[src/rtl/inst_fetcher.sv]
`timescale 1ns/1ps
// -----------------------------------------------------------------------------
// inst_fetcher
//
// Front-end instruction fetch stage. It holds the PC and a direct-mapped
// instruction cache with one 32-bit instruction per line. On a hit, one
// instruction per cycle goes to the decoder. On a miss, one fetch request goes
// to the memory controller and the reply fills the line. The line is emitted
// by the lookup that follows the fill. The reorder buffer can redirect the PC
// at any time.
//
// Ports
//   clk            system clock
//   rst            asynchronous active-low reset
//   rdy            global enable; 0 holds all state and squashes both strobes
//   mc_need_fetch  one-cycle fetch request to the memory controller
//   mc_fetch_pc    request address, valid while mc_need_fetch=1
//   mc_valid       one-cycle reply strobe from the memory controller
//   mc_inst        reply instruction, valid with mc_valid
//   dec_full       decoder cannot accept an instruction this cycle
//   out_valid      instruction strobe to the decoder
//   out_inst       instruction
//   out_pc         address of out_inst
//   rob_jump       redirect request (mispredict / jump)
//   rob_target     redirect PC; the two low bits are ignored
// -----------------------------------------------------------------------------
module inst_fetcher #(
  parameter int unsigned INDEX_BITS = 6,
  parameter logic [31:0] RESET_PC   = 32'h0
) (
  input  logic        clk,
  input  logic        rst,
  input  logic        rdy,
  output logic        mc_need_fetch,
  output logic [31:0] mc_fetch_pc,
  input  logic        mc_valid,
  input  logic [31:0] mc_inst,
  input  logic        dec_full,
  output logic        out_valid,
  output logic [31:0] out_inst,
  output logic [31:0] out_pc,
  input  logic        rob_jump,
  input  logic [31:0] rob_target
);

  localparam int unsigned LINES    = 1 << INDEX_BITS;
  localparam int unsigned TAG_BITS = 30 - INDEX_BITS;

  typedef enum logic {
    S_IDLE = 1'b0,  // looking up the PC every cycle
    S_WAIT = 1'b1   // one request outstanding, waiting for the reply
  } state_t;

  state_t                r_state;
  state_t                w_state_nxt;

  logic [31:0]           r_pc;
  logic [31:0]           r_miss_pc;
  logic [LINES-1:0]      r_valid;
  logic [TAG_BITS-1:0]   r_tag  [LINES];
  logic [31:0]           r_data [LINES];

  logic                  r_need_fetch;
  logic [31:0]           r_fetch_pc;
  logic                  r_out_valid;
  logic [31:0]           r_out_inst;
  logic [31:0]           r_out_pc;

  logic [INDEX_BITS-1:0] w_idx;
  logic [TAG_BITS-1:0]   w_tag;
  logic [INDEX_BITS-1:0] w_miss_idx;
  logic [TAG_BITS-1:0]   w_miss_tag;
  logic                  w_hit;
  logic [31:0]           w_target;

  logic [31:0]           w_pc_nxt;
  logic [31:0]           w_miss_pc_nxt;
  logic                  w_fill;
  logic                  w_need_nxt;
  logic [31:0]           w_fetch_pc_nxt;
  logic                  w_out_valid_nxt;
  logic [31:0]           w_out_inst_nxt;
  logic [31:0]           w_out_pc_nxt;

  // Lookup is purely combinational from the PC register.
  assign w_idx      = r_pc[INDEX_BITS+1:2];
  assign w_tag      = r_pc[31:INDEX_BITS+2];
  assign w_miss_idx = r_miss_pc[INDEX_BITS+1:2];
  assign w_miss_tag = r_miss_pc[31:INDEX_BITS+2];
  assign w_hit      = r_valid[w_idx] && (r_tag[w_idx] == w_tag);
  assign w_target   = rob_target & 32'hFFFF_FFFC;

  assign mc_need_fetch = r_need_fetch;
  assign mc_fetch_pc   = r_fetch_pc;
  assign out_valid     = r_out_valid;
  assign out_inst      = r_out_inst;
  assign out_pc        = r_out_pc;

  // ---------------------------------------------------------------------------
  // FSM process 1: state register
  // ---------------------------------------------------------------------------
  // NOTE: sequential state uses non-blocking (<=) so every register samples
  // pre-edge values; combinational blocks use blocking (=).
  always_ff @(posedge clk or negedge rst) begin : state_reg
    if (!rst) r_state <= S_IDLE;
    else      r_state <= w_state_nxt;
  end

  // ---------------------------------------------------------------------------
  // FSM process 2: next-state logic
  // ---------------------------------------------------------------------------
  always_comb begin : next_state
    w_state_nxt = r_state;
    if (rdy) begin
      case (r_state)
        // Only a genuine miss leaves IDLE. A redirect or a stalled decoder
        // keeps the lookup going.
        S_IDLE:  if (!rob_jump && !dec_full && !w_hit) w_state_nxt = S_WAIT;
        // The reply always ends the wait, including after a redirect.
        S_WAIT:  if (mc_valid) w_state_nxt = S_IDLE;
        default: w_state_nxt = S_IDLE;
      endcase
    end
  end

  // ---------------------------------------------------------------------------
  // FSM process 3: output and datapath next values (all outputs registered)
  // ---------------------------------------------------------------------------
  always_comb begin : output_logic
    // NOTE: every signal gets a default before the case, so no path can
    // leave one unassigned and infer a latch.
    w_need_nxt      = 1'b0;
    w_fetch_pc_nxt  = r_fetch_pc;
    w_out_valid_nxt = 1'b0;
    w_out_inst_nxt  = r_out_inst;
    w_out_pc_nxt    = r_out_pc;
    w_pc_nxt        = r_pc;
    w_miss_pc_nxt   = r_miss_pc;
    w_fill          = 1'b0;
    if (rdy) begin
      case (r_state)
        S_IDLE: begin
          if (rob_jump) begin
            w_pc_nxt = w_target;
          end else if (!dec_full) begin
            if (w_hit) begin
              w_out_valid_nxt = 1'b1;
              w_out_inst_nxt  = r_data[w_idx];
              w_out_pc_nxt    = r_pc;
              w_pc_nxt        = r_pc + 32'd4;  // wraps naturally at 2^32
            end else begin
              w_need_nxt     = 1'b1;
              w_fetch_pc_nxt = r_pc;
              w_miss_pc_nxt  = r_pc;
            end
          end
        end
        S_WAIT: begin
          // The reply is written even after a redirect, because its address
          // is still genuine. It is never emitted here; the next IDLE lookup
          // decides what goes to the decoder.
          w_fill = mc_valid;
          if (rob_jump) w_pc_nxt = w_target;
        end
        default: ;
      endcase
    end
  end

  // ---------------------------------------------------------------------------
  // Datapath and output registers
  // ---------------------------------------------------------------------------
  always_ff @(posedge clk or negedge rst) begin : datapath_regs
    if (!rst) begin
      r_pc         <= RESET_PC;
      r_miss_pc    <= '0;
      r_valid      <= '0;
      r_need_fetch <= 1'b0;
      r_fetch_pc   <= '0;
      r_out_valid  <= 1'b0;
      r_out_inst   <= '0;
      r_out_pc     <= '0;
    end else begin
      r_pc         <= w_pc_nxt;
      r_miss_pc    <= w_miss_pc_nxt;
      r_need_fetch <= w_need_nxt;
      r_fetch_pc   <= w_fetch_pc_nxt;
      r_out_valid  <= w_out_valid_nxt;
      r_out_inst   <= w_out_inst_nxt;
      r_out_pc     <= w_out_pc_nxt;
      if (w_fill) r_valid[w_miss_idx] <= 1'b1;
    end
  end

  // NOTE: the tag and data arrays are deliberately not reset. The valid bits
  // gate every use, and leaving the arrays reset-free lets them map to RAM.
  always_ff @(posedge clk) begin : cache_arrays
    if (w_fill) begin
      r_tag[w_miss_idx]  <= w_miss_tag;
      r_data[w_miss_idx] <= mc_inst;
    end
  end

endmodule

[config.mk]
export PLATFORM = sky130hd
export DESIGN_NAME = inst_fetcher
export DESIGN_NICKNAME = d
export VERILOG_FILES = /design/src/rtl/inst_fetcher.sv
export SDC_FILE = /design/constraint.sdc
export NUM_CORES = 2
export LEC_CHECK = 0
export CAP_MARGIN = 25
export CORE_MARGIN = 5
export CORE_UTILIZATION = 50
export CTS_CLUSTER_DIAMETER = 30
export CTS_CLUSTER_SIZE = 10
export DETAILED_ROUTE_END_ITERATION = 12
export PLACE_DENSITY = 0.68
export SYNTH_ARGS = -nofsm -noshare
export SYNTH_HDL_FRONTEND = slang
export SYNTH_SLANG_ARGS = --single-unit
[constraint.sdc]
create_clock -name clk -period 4.7 [get_ports clk]
set_input_delay 0.47 -clock clk [delete_from_list [all_inputs] [get_ports clk]]
set_output_delay 0.47 -clock clk [all_outputs]
set_load 0.01 [all_outputs]
* Yosys cells after proc, flatten, opt, wreduce, memory -nomap -nowiden
Memories as Yosys holds them, arrays and structs flattened. A register that Yosys moved wholly into a read port is not among the register bits.
Index checks and enable logic that the tools add are counted.
** Word-level totals
- Bits in registers :: 163
- RAM bits :: 3584
- Input bits :: 70
- Memories :: 2
** Cells by class
- $add $sub $neg :: 1
- Magnitude comparators :: 3
- Equality and inequality tests :: 4
- Muxes and demuxes :: 26
- Bitwise gates (word level) :: 5
- Reductions and logical operators :: 11
** Memory list
- r_data :: depth 64, bits a word 32, read ports 1, clocked after memory_dff 1, write ports 1, line 61 : logic [31:0] r_data [LINES];
- r_tag :: depth 64, bits a word 24, read ports 1, clocked after memory_dff 0, write ports 1, line 60 : logic [TAG_BITS-1:0] r_tag [LINES];
** Operator list (number)
- 2-to-1 mux 32 bit :: 4
- OR 64 bit :: 1
- one-hot mux 32 bit (2 select lines) :: 1
- adder 32 x 3 -> 32 bit, second input constant :: 1
- == test 24 bit :: 1
- 2-to-1 mux 1 bit :: 18
- less-than comparator 6 x 7 -> 1 bit, second input constant :: 2
- AND reduction 5 bit :: 2
- binary-select mux 1 bit (select 6 bit) :: 1
- demux 1 bit (select 6 bit) :: 1
- greater-or-equal comparator 6 x 1 -> 1 bit, second input constant :: 1
- inequality test 3 bit, second input constant :: 2
- logical AND 1 bit :: 4
- logical NOT 1 bit :: 4
- inverter 1 bit :: 4
- AND reduction 4 bit :: 1
- inequality test 2 bit, second input constant :: 1
- one-hot mux 1 bit (2 select lines) :: 1

* Logic depth before layout (Yosys ltp)
- Word-level depth :: 8
- Mapped depth :: 20
- Mapped depth without buffers :: 10

* Least setup slack after synthesis
No wires, ideal clock.
- Kind :: register to register
- From :: register r_pc[2]
- To :: register r_out_inst[0], in the netlist out_inst[0], read port of r_data
- Library setup time :: 125 ps
- Arrival :: 4404 ps
- Path slack :: 171 ps
- Cell stages (with the launch flop) :: 15
- Path buffers :: 10
- Cell sequence :: dfrtp_1 -> buf_6 -> buf_6 -> buf_6 -> buf_4 -> buf_6 -> buf_4 -> buf_4 -> buf_4 -> clkbuf_1 -> buf_1 -> mux4_2 -> mux4_2 -> mux4_2 -> mux2_4
** On the way
- Cells in the longest elaborated chain, start to end :: 4
- Elaborated cells on any way between the ends :: 6
** RTL lines
- start, declared :: line 57 : logic [31:0] r_pc;
- start signal, assigned :: line 184 : r_pc <= w_pc_nxt;
- memory (64 x 24 bit) or binary-select mux 1 bit (select 6 bit) (tied branches)
- == test 24 bit or 2-to-1 mux 1 bit (tied branches) :: line 90 : assign w_hit = r_valid[w_idx] && (r_tag[w_idx] == w_tag);
- logical AND 1 bit :: line 90
- AND reduction 5 bit (no source line)
- end, declared :: line 66 : logic [31:0] r_out_inst;
Several ways; a longest one is shown, not always the timed one. The select of a mux whose other input is x is not followed.
A chain may end at the register's enable or synchronous reset.

* Worst setup path in the final report
- From :: register r_pc[2]
- To :: register r_out_inst[26], in the netlist out_inst[26], read port of r_data
Same word-level chain as after synthesis.

==> reports/metrics.yaml <==
die:
  core-area_mm2: 0.289
  die_w_um: 549
  fp.dieArea_mm2: 0.301
  rows: 197
  start_util_pct: 50.3
  boundaryPins: 168
  die_height_um: 549
setup_path:
  cp.required_ps: 5570
  r2r_end: "out_inst[26]"
  crit_top_cell: "buf_12"
  crit_chain: "buf_12 > buf_16 > mux4_2 > mux4_2 > a221oi_2 > buf_4 > xnor2_1 > or3_1 > nor3_1 > and4_1 > nand4_4 > buf_12 > buf_12 > mux2_1"
  critPathMaxStageDelay_ps: 600
  reg2reg_depth: 14
  cp.arrival_ps: 5590
  startpoint_type: "register"
  critical_path_class: "reg2reg"
  r2r-start: "r_pc[2]"
  critical_path_peak_fanout: 15
  crit_path_top_delay_cell: "mux4_2"
  reg2reg_slack_ps: -20
  cp-end-kind: "register"
power_and_ir_drop:
  internal-power_w: 0.0766
  pwr-share-comb_pct: 16.9
  power_density_mw_per_mm2: 584
  switchingPower_w: 0.0271
  netSwitchingFraction_pct: 26.1
  clkPwrFrac_pct: 44.7
  leakage_nw: 58.7
  ir_drop_v: 0.000445
  p_total_w: 0.104
  pwr-share-seq_pct: 38.4
yosys:
  synth_edf_count: 3584
  post-synth-top-area-cell: "edfxtp_1"
  synth_top_area_share_pct: 74.1
  synthArstFlopShare_pct: 5.01
  syn_inst: 6256
  ys.flop_type: "edfxtp_1"
  ys_ff_latch: 3773
  yosysWarnings: 0
  syn_avg_cell_area_um2: 23.2
  syn_area_mm2: 0.145
  post_synth_num_cell_types: 76
  synthTopCellsByArea: "edfxtp_1 (74%), mux4_2 (16%), dfrtp_1 (3.3%)"
  seq_area_frac_synth_pct: 77.4
sta:
  finalMaxSlewViolations: 0
  fin_hold_ws_ps: 120
  worst_clock_skew_ps: 75.4
  min_period_ps: 4720
  finalHoldViolCount: 0
  fin_crit_sh_pct: 100
  fmax_mhz: 212
  rsz0062_at_grt: "true"
  fin_setup_tns_ps: -29.4
  tightest_slew_ps: 1190
  finalSetupViolCount: 5
  worst_slack_ps: -15.6
  slew_headroom_pct: 20.9
global_routing:
  grt_pass1_vias: 76100
  grt.total_usage_pct: 27.9
  antenna_found_initial: 12
  grt_max_degree: 141
  grt_pass1_wl_mm: 590
  grt_overflow: 0
route:
  ant_nets: 0
  drt_wl_total_mm: 425
  wl_per_cell_um: 36.8
  via_per_inst: 6.56
  num_vias: 75800
  post-route-drc-count: 0
  dr.pass1.iters: 6
  drt_iter0_markers: 11700
clocking:
  cts_tree: "built"
  clk-insertion-delay-late_ps: 1030
  cts_sinks: 3773
  cts_made_buffers: 624
  cts_root_buf: "clkbuf_16"
  clkTransAtPathRegs_ps: 50
  htree_levels: 6
  clockBufferDepth: 4
place:
  port_buffers: 161
  placedInstanceArea_mm2: 0.155
  hpwl_mm: 215
  gp_congestion: 0.869
hold_path:
  hold_path_class: "in2async"
run_status:
  violations: "negative setup slack"
  outcome: "finished, violations left"
run:
  maxCapViolations: 0
cells_and_area:
  fin_area_mm2: 0.178
  layout_common_cells: "edfxtp_1 (3584), mux4_2 (1036), clkbuf_16 (630)"
  drive_gt1_share_pct: 36.7
  final_net_count: 7207
  syn_to_final_growth_pct: 22.3
  layout_commonest_cell: "edfxtp_1"
-- metrics by stage --
stage	setup slack, ps	std cells	util [%]
floorplan	171	6259	-
detailed placement	-148	10400	53.7
CTS	0.478	11500	61.3
global placement	-103	10400	53.7
finish	-15.6	11500	61.6
global route	-126	11500	61.6
-- worst max-delay path by stage --
stage	from	to	slack (ps)	cells past startpoint
after global routing	r_pc[2]	mc_fetch_pc[7]	-130	17
final	r_pc[2]	out_inst[26]	-20	14
after floorplan	r_pc[2]	out_inst[0]	170	14
after global placement	r_pc[2]	r_pc[21]	-100	14
after CTS	r_pc[2]	out_inst[26]	0.5	16
after detailed placement	r_pc[2]	r_pc[31]	-150	13
-- critical path, delay by kind of cell (launching register included) --
kind            cells  cell delay, ps
flops               1             520
compound gates      1             370
simple gates        4            1040
mux                 3            1460
buf+inv             5            1060
xor+xnor            1              70
-- cells in the mapped netlist (30+ instances only) --
library cell	number
or2_2	69
mux2_4	58
clkbuf_1	193
dfrtp_1	189
mux2_2	62
o21ai_0	51
buf_2	41
nor2_1	106
a22oi_1	51
o22ai_1	30
mux2i_1	125
a21oi_1	51
edfxtp_1	3584
mux4_2	1036
buf_4	35
nand2_1	129
buf_1	49
-- power by group through the flow --
stage                     Sequential [W]  Clock [W]  Combinational (W)
after floorplan                   0.0408          0            0.00995
after global placement            0.0409          0             0.0162
after detailed placement          0.0409          0             0.0164
after CTS                         0.0403     0.0468             0.0166
after global routing              0.0398     0.0485             0.0183
final                             0.0398     0.0464             0.0175
-- timing repair --
| action | 4_1_cts | 5_1_grt |
|---|---|---|
| setup endpoints to repair | 53 | 122 |
| gates cloned | 0 | 4 |
| endpoints found under the hold margin | 68 | 433 |
| hold buffers | 1 | 9 |
| buffers inserted | 1 | 7 |
| pin swaps | 1 | 5 |
| resized for setup | 8 | 20 |
-- registers in the layout (all words and copies together), names as in the netlist --
signal / count
out_pc: 30
mc_need_fetch: 1
r_pc: 30
r_valid: 64
mc_fetch_pc: 30
out_valid: 1
out_inst: 32
r_tag: 1536
r_data: 2048
r_state: 1
-- cell type report --
cell class	count	area, um^2
flip-flops and latches	3773	112000
well taps	3880	4850
clock inverters	434	5560
inverters	20	87.6
multi-input cells	2118	31700
diodes	9	22.5
clock buffers	712	16200
repair buffers	599	6850
fillers	19000	111000
-- kinds of logic after synthesis --
| kind of cell | Yosys count | share of synthesized area [%] |
|---|---|---|
| AO/OA/AOI/OAI | 329 | 1.59 |
| AND/OR/NAND/NOR | 493 | 1.74 |
| other | 1 | 0.00258 |
| XOR/XNOR | 8 | 0.0482 |
| multiplexers | 1283 | 18.0 |
| adder cells (fa/ha/maj) | 1 | 0.00861 |
| flip-flops | 3773 | 77.4 |
| buffers and inverters | 368 | 1.23 |
-- layer usage --
| layer | wire length [um] | track usage [%] | vias to the layer above | share of wire (%) |
|---|---|---|---|---|
| met3 | 51200 | 7.13 | 983 | 12 |
| met5 | 0 | 0 | - | 0 |
| met4 | 18400 | 10.7 | 0 | 4.3 |
| met2 | 201000 | 43.3 | 5747 | 47 |
| li1 | - | - | 28700 | - |
| met1 | 155000 | 38.5 | 40300 | 36 |
Power figures use the tool's default switching activity.
